--- config.mk ---
export PLATFORM = sky130hd
export DESIGN_NAME = decade_counter_core_flat
export DESIGN_NICKNAME = d
export VERILOG_FILES = /design/src/rtl/decade_counter_core_if.sv /design/src/rtl/decade_counter_core.sv /design/src/flat_wrapper.sv
export SDC_FILE = /design/constraint.sdc
export NUM_CORES = 1
export LEC_CHECK = 0
export ABC_CLOCK_PERIOD_IN_PS = 1690
export CORE_AREA = 5 5 42 44
export CTS_CLUSTER_SIZE = 14
export DETAILED_ROUTE_END_ITERATION = 10
export DIE_AREA = 0 0 47 49
export PLACE_DENSITY = 0.56
export SLEW_MARGIN = 20
export SYNTH_ARGS = -nofsm -noshare
export SYNTH_HDL_FRONTEND = slang
export SYNTH_SLANG_ARGS = --single-unit
export TNS_END_PERCENT = 50
--- constraint.sdc ---
create_clock -name CLK -period 1.69 [get_ports CLK]
set_input_delay 0.338 -clock CLK [delete_from_list [all_inputs] [get_ports CLK]]
set_output_delay 0.338 -clock CLK [all_outputs]
set_load 0.02 [all_outputs]
--- src/rtl/decade_counter_core_if.sv ---
// count_ifc: bundle between a driver block and a decade_counter_core stage.
// The driver owns P, Load, Enable (and Up); the counter owns Q, TC and RCO.
// Optional macro DECADE_COUNTER_UPDOWN_EN adds the Up direction signal.
//   Load   : parallel load request        (driver -> counter)
//   Enable : count enable                 (driver -> counter)
//   P      : parallel load value, WIDTH   (driver -> counter)
//   Up     : 1 = count up, 0 = count down (driver -> counter, macro only)
//   Q      : registered count, WIDTH      (counter -> driver)
//   TC     : terminal count               (counter -> driver)
//   RCO    : ripple carry to next stage   (counter -> driver)
// Modports: master = driver side; slave and dut = counter side.
interface count_ifc #(
    parameter int unsigned WIDTH = 4
);
    logic             Load;
    logic             Enable;
    logic [WIDTH-1:0] P;
    logic [WIDTH-1:0] Q;
    logic             TC;
    logic             RCO;
`ifdef DECADE_COUNTER_UPDOWN_EN
    logic             Up;

    modport master (output Load, Enable, P, Up, input Q, TC, RCO);
    modport slave  (input Load, Enable, P, Up, output Q, TC, RCO);
    modport dut    (input Load, Enable, P, Up, output Q, TC, RCO);
`else
    modport master (output Load, Enable, P, input Q, TC, RCO);
    modport slave  (input Load, Enable, P, output Q, TC, RCO);
    modport dut    (input Load, Enable, P, output Q, TC, RCO);
`endif
endinterface

--- src/rtl/decade_counter_core.sv ---
// decade_counter_core: synchronous modulo-MODULUS counter (default 0..9) with
// parallel load, count enable, terminal count and ripple carry, used as a BCD
// digit stage. Stages cascade by feeding RCO into the next stage's Enable.
// Optional macro DECADE_COUNTER_UPDOWN_EN enables down counting via bus.Up.
// Ports:
//   CLK : clock, all state updates on the rising edge
//   MR  : master reset, synchronous, active-high (Q <= 0)
//   bus : count_ifc dut modport (Load, Enable, P, [Up] in; Q, TC, RCO out)
// Parameters: WIDTH (bits of P/Q), MODULUS (2..2^WIDTH).
// Edge priority: MR, then Load, then Enable, otherwise hold.
module decade_counter_core #(
    parameter int unsigned WIDTH   = 4,
    parameter int unsigned MODULUS = 10
) (
    input logic   CLK,
    input logic   MR,
    count_ifc.dut bus
);

    localparam logic [WIDTH-1:0] LAST = WIDTH'(MODULUS - 1);

    logic [WIDTH-1:0] r_q;
    logic [WIDTH-1:0] w_q_next;
    logic             w_up;
    logic             w_tc;

    // Direction select; the up-only build behaves as Up tied high.
`ifdef DECADE_COUNTER_UPDOWN_EN
    assign w_up = bus.Up;
`else
    assign w_up = 1'b1;
`endif

    // Next count for the non-reset case; unknown controls fall to hold.
    always_comb begin
        w_q_next = r_q;
        if (bus.Load) begin
            w_q_next = bus.P;
        end else if (bus.Enable) begin
            if (w_up) begin
                // Out-of-range loaded values wrap to 0 like the terminal value.
                if (r_q >= LAST) w_q_next = '0;
                else             w_q_next = r_q + 1'b1;
            end else begin
                // Out-of-range values re-enter the range at the top.
                if ((r_q == '0) || (r_q > LAST)) w_q_next = LAST;
                else                             w_q_next = r_q - 1'b1;
            end
        end
    end

    // Count register with synchronous reset.
    always_ff @(posedge CLK) begin
        if (MR) r_q <= '0;
        else    r_q <= w_q_next;
    end

    // Terminal count follows direction; RCO only when this edge will wrap.
    assign w_tc    = w_up ? (r_q == LAST) : (r_q == '0);
    assign bus.Q   = r_q;
    assign bus.TC  = w_tc;
    assign bus.RCO = w_tc & bus.Enable & ~bus.Load & ~MR;

endmodule

--- src/flat_wrapper.sv ---
// flat-port wrapper written by rule: the top's interface ports become plain ports
module decade_counter_core_flat 
#(
    parameter int unsigned WIDTH   = 4,
    parameter int unsigned MODULUS = 10
)
  (CLK, MR, bus_Load, bus_Enable, bus_P, bus_Q, bus_TC, bus_RCO);
  count_ifc #(.WIDTH(WIDTH)) bus_i ();
  input logic CLK;
  input logic MR;
  input wire logic [$bits(bus_i.Load)-1:0] bus_Load;
  input wire logic [$bits(bus_i.Enable)-1:0] bus_Enable;
  input wire logic [$bits(bus_i.P)-1:0] bus_P;
  output wire logic [$bits(bus_i.Q)-1:0] bus_Q;
  output wire logic [$bits(bus_i.TC)-1:0] bus_TC;
  output wire logic [$bits(bus_i.RCO)-1:0] bus_RCO;
  assign bus_i.Load = bus_Load;
  assign bus_i.Enable = bus_Enable;
  assign bus_i.P = bus_P;
  assign bus_Q = bus_i.Q;
  assign bus_TC = bus_i.TC;
  assign bus_RCO = bus_i.RCO;
  decade_counter_core #(.WIDTH(WIDTH), .MODULUS(MODULUS)) u_core (.CLK(CLK), .MR(MR), .bus(bus_i));
endmodule
==> flow_metrics.env <==
export IMPL_path_max_fanout=2
export IMPL_leakagePower_nw=0.260
export IMPL_netlist_instances=36
export IMPL_met3_usage_pct=5.54
export IMPL_antenna_found_initial=0
export IMPL_ys_ff_latch=4
export IMPL_layout_cells_non_filler=77
export IMPL_yosys_area_share_xor_xnor_pct=2.79
export IMPL_synthArstFlopShare_pct=0
export IMPL_fillCellCount=150
export IMPL_grt_pass1_vias=338
export IMPL_gr_total_overflow=0
export IMPL_num_rows=14
export IMPL_top_register="u_core.bus.Q"
export IMPL_placed_cells_incl_taps=74
export IMPL_skew_ns=0.00669
export IMPL_synth_top_area_cell="dfxtp_1"
export IMPL_syn_num_nets=47
export IMPL_max_freq_mhz=604
export IMPL_synthSimpleGateAreaFrac_pct=32.3
export IMPL_cts_sinks=4
export IMPL_synth_cell_types=22
export IMPL_setup_tns_ns=0
export IMPL_finalSetupViolCount=0
export IMPL_hp_class="in -> reg"
export IMPL_period_minus_slack_ns=1.66
export IMPL_cts_buffer_depth=2
export IMPL_final_nets=74
export IMPL_mostFrequentLayoutCells="buf_4, clkdlybuf4s50_1"
export IMPL_layout_drive_gt1_share_pct=36.1
export IMPL_wirelength_um=897
export IMPL_max_vdd_ir_drop_v=0.000289
export IMPL_setup_worst_path_start_class="flip-flop"
export IMPL_ys_top_cells_by_area="dfxtp_1, ha_1, nand4b_1, inv_1, nor3b_2"
export IMPL_grt_pass1_wl_um=1440
export IMPL_rsz0062_at_grt="yes"
export IMPL_endpoint_kind="output port"
export IMPL_syn2layout_area_growth_pct=79.3
export IMPL_finish_utilization_pct=40.2
export IMPL_via_per_inst=4.83
export IMPL_cp_arrival_ns=1.32
export IMPL_worst_setup_path_type="reg -> out"
export IMPL_wire_per_inst_um=11.6
export IMPL_top_regs="u_core.bus.Q (4)"
export IMPL_initial_core_util_pct=22.4
export IMPL_numCtsBuffers=3
export IMPL_drtIter0Drc=6
export IMPL_vias=372
export IMPL_ff2ff_setup_slack_ns=0.39
export IMPL_postRouteAntennaNets=0
export IMPL_layout_commonest_cell="buf_4"
export IMPL_power_mw=0.348
export IMPL_pre_cts_ws_ns=-0.293
export IMPL_htreeDepth=1
export IMPL_antenna_cells=0
export IMPL_cts_root_buffer="clkbuf_4"
export IMPL_clk_pin_slew_ns=0.04
export IMPL_top_usage_layer="met2"
export IMPL_gp_congestion=0.801
export IMPL_synth_top_family_by_area="simple AND/OR/NAND/NOR gates"
export IMPL_status="complete, no violations"
export IMPL_hpwl_um=708
export IMPL_hold_viol=0
export IMPL_die_w_um=47
export IMPL_synthAdderAreaFrac_pct=12.0
export IMPL_grt_start_max_net_pins=12
export IMPL_cts_tree="done"
export IMPL_drc=0
export IMPL_drv_slew=0
export IMPL_synth_enable_flop_cells=0
export IMPL_post_synth_cell_area_avg_um2=8.72
export IMPL_p_per_area_nw_per_um2=617
export IMPL_required_ns=1.35
export IMPL_io_pin_count=14
export IMPL_synth_compound_area_share_pct=19.5
export IMPL_yosysSeqAreaShare_pct=25.5
export IMPL_synthFlopType="dfxtp_1"
export IMPL_largest_register_ffs=4
export IMPL_io_buffers=13
export IMPL_setup_slack_ns=0.0334
export IMPL_synth_area_um2=314
export IMPL_synthMuxAreaShare_pct=0
export IMPL_met1_usage_pct=10.7
export IMPL_ys_warn_count=0
export IMPL_die_area_um2=2300
export IMPL_worst_slew_pin_slew_ns=0.244
export IMPL_die_h_um=49
export IMPL_track_usage_pct=9.14
export IMPL_core_area_um2=1400
export IMPL_synth_top_cell_area_share_pct=25.5
export IMPL_min_period_over_period_pct=98.0
export IMPL_dr_pass1_iters=4
export IMPL_grtUsageMet2_pct=11.5
export IMPL_drv_cap=0
export IMPL_slew_headroom_pct=83.5
export IMPL_clk_insertion_delay_late_ns=0.25
[power by group]
part	internal, mW	total, mW	switching, mW
registers	0.102	0.106	0.00345
logic	0.0652	0.116	0.0508
clock network	0.0798	0.126	0.0459
total	0.248	0.348	0.100
[final timing paths]
kind                   startpoint         endpoint  cells past startpoint
setup / recovery  u_core.bus.Q[1]          bus_RCO                      5
hold / removal           bus_P[3]  u_core.bus.Q[3]                      3
setup reg to reg  u_core.bus.Q[1]  u_core.bus.Q[3]                      6
hold reg to reg   u_core.bus.Q[0]  u_core.bus.Q[0]                      4
[critical path: stages, from the launching register on]
cell     delay [ns]
dfxtp_2        0.32
inv_2          0.04
ha_2           0.16
and3b_2        0.22
and4b_1        0.20
buf_6          0.13
[cell usage after synthesis (2+ instances only)]
master    count
o22ai_1       2
dfxtp_1       4
a21oi_1       2
nand4b_1      3
buf_2         2
inv_1         4
ha_1          3
nor2_1        2
[logic make-up (layout without fill, tap and decap cells)]
group	after synthesis	count (layout)
buffers and inverters	6	31
adders and majority gates	3	3
xor gates and xnor gates	1	1
and+or+nand+nor	13	13
DFF	4	4
AOI/OAI and AO/OA	9	9
[metal layers]
layer | wire, um | up-vias
met4 | 33 | 0
met2 | 388 | 14
li1 | - | 186
met1 | 386 | 167
met3 | 89 | 5
met5 | 0 | -
[area by class of cell]
type | instances | area (um^2) | area share (%)
repair buffers | 24 | 211 | 37.6
clock buffers | 3 | 22.5 | 4.00
inverters | 4 | 15.0 | 2.67
multi-input cells | 26 | 213 | 37.8
well taps | 16 | 20.0 | 3.56
flip-flops and latches | 4 | 81.3 | 14.4
[through the flow]
stage          hold slack, ns  cell area, um^2
2_1_floorplan           0.400              314
3_3_place_gp            0.692              537
3_5_place_dp            0.695              537
4_1_cts                 0.664              549
5_1_grt                 0.690              563
6_report                0.658              563
[repair_timing]
item,CTS,global route
setup buffers,0,0
setup endpoints to repair,2,2
gates resized for setup,8,7
pin swaps,0,2
gates cloned,0,0
hold buffers,0,0
No activity file was read; power rests on OpenSTA's default activity.
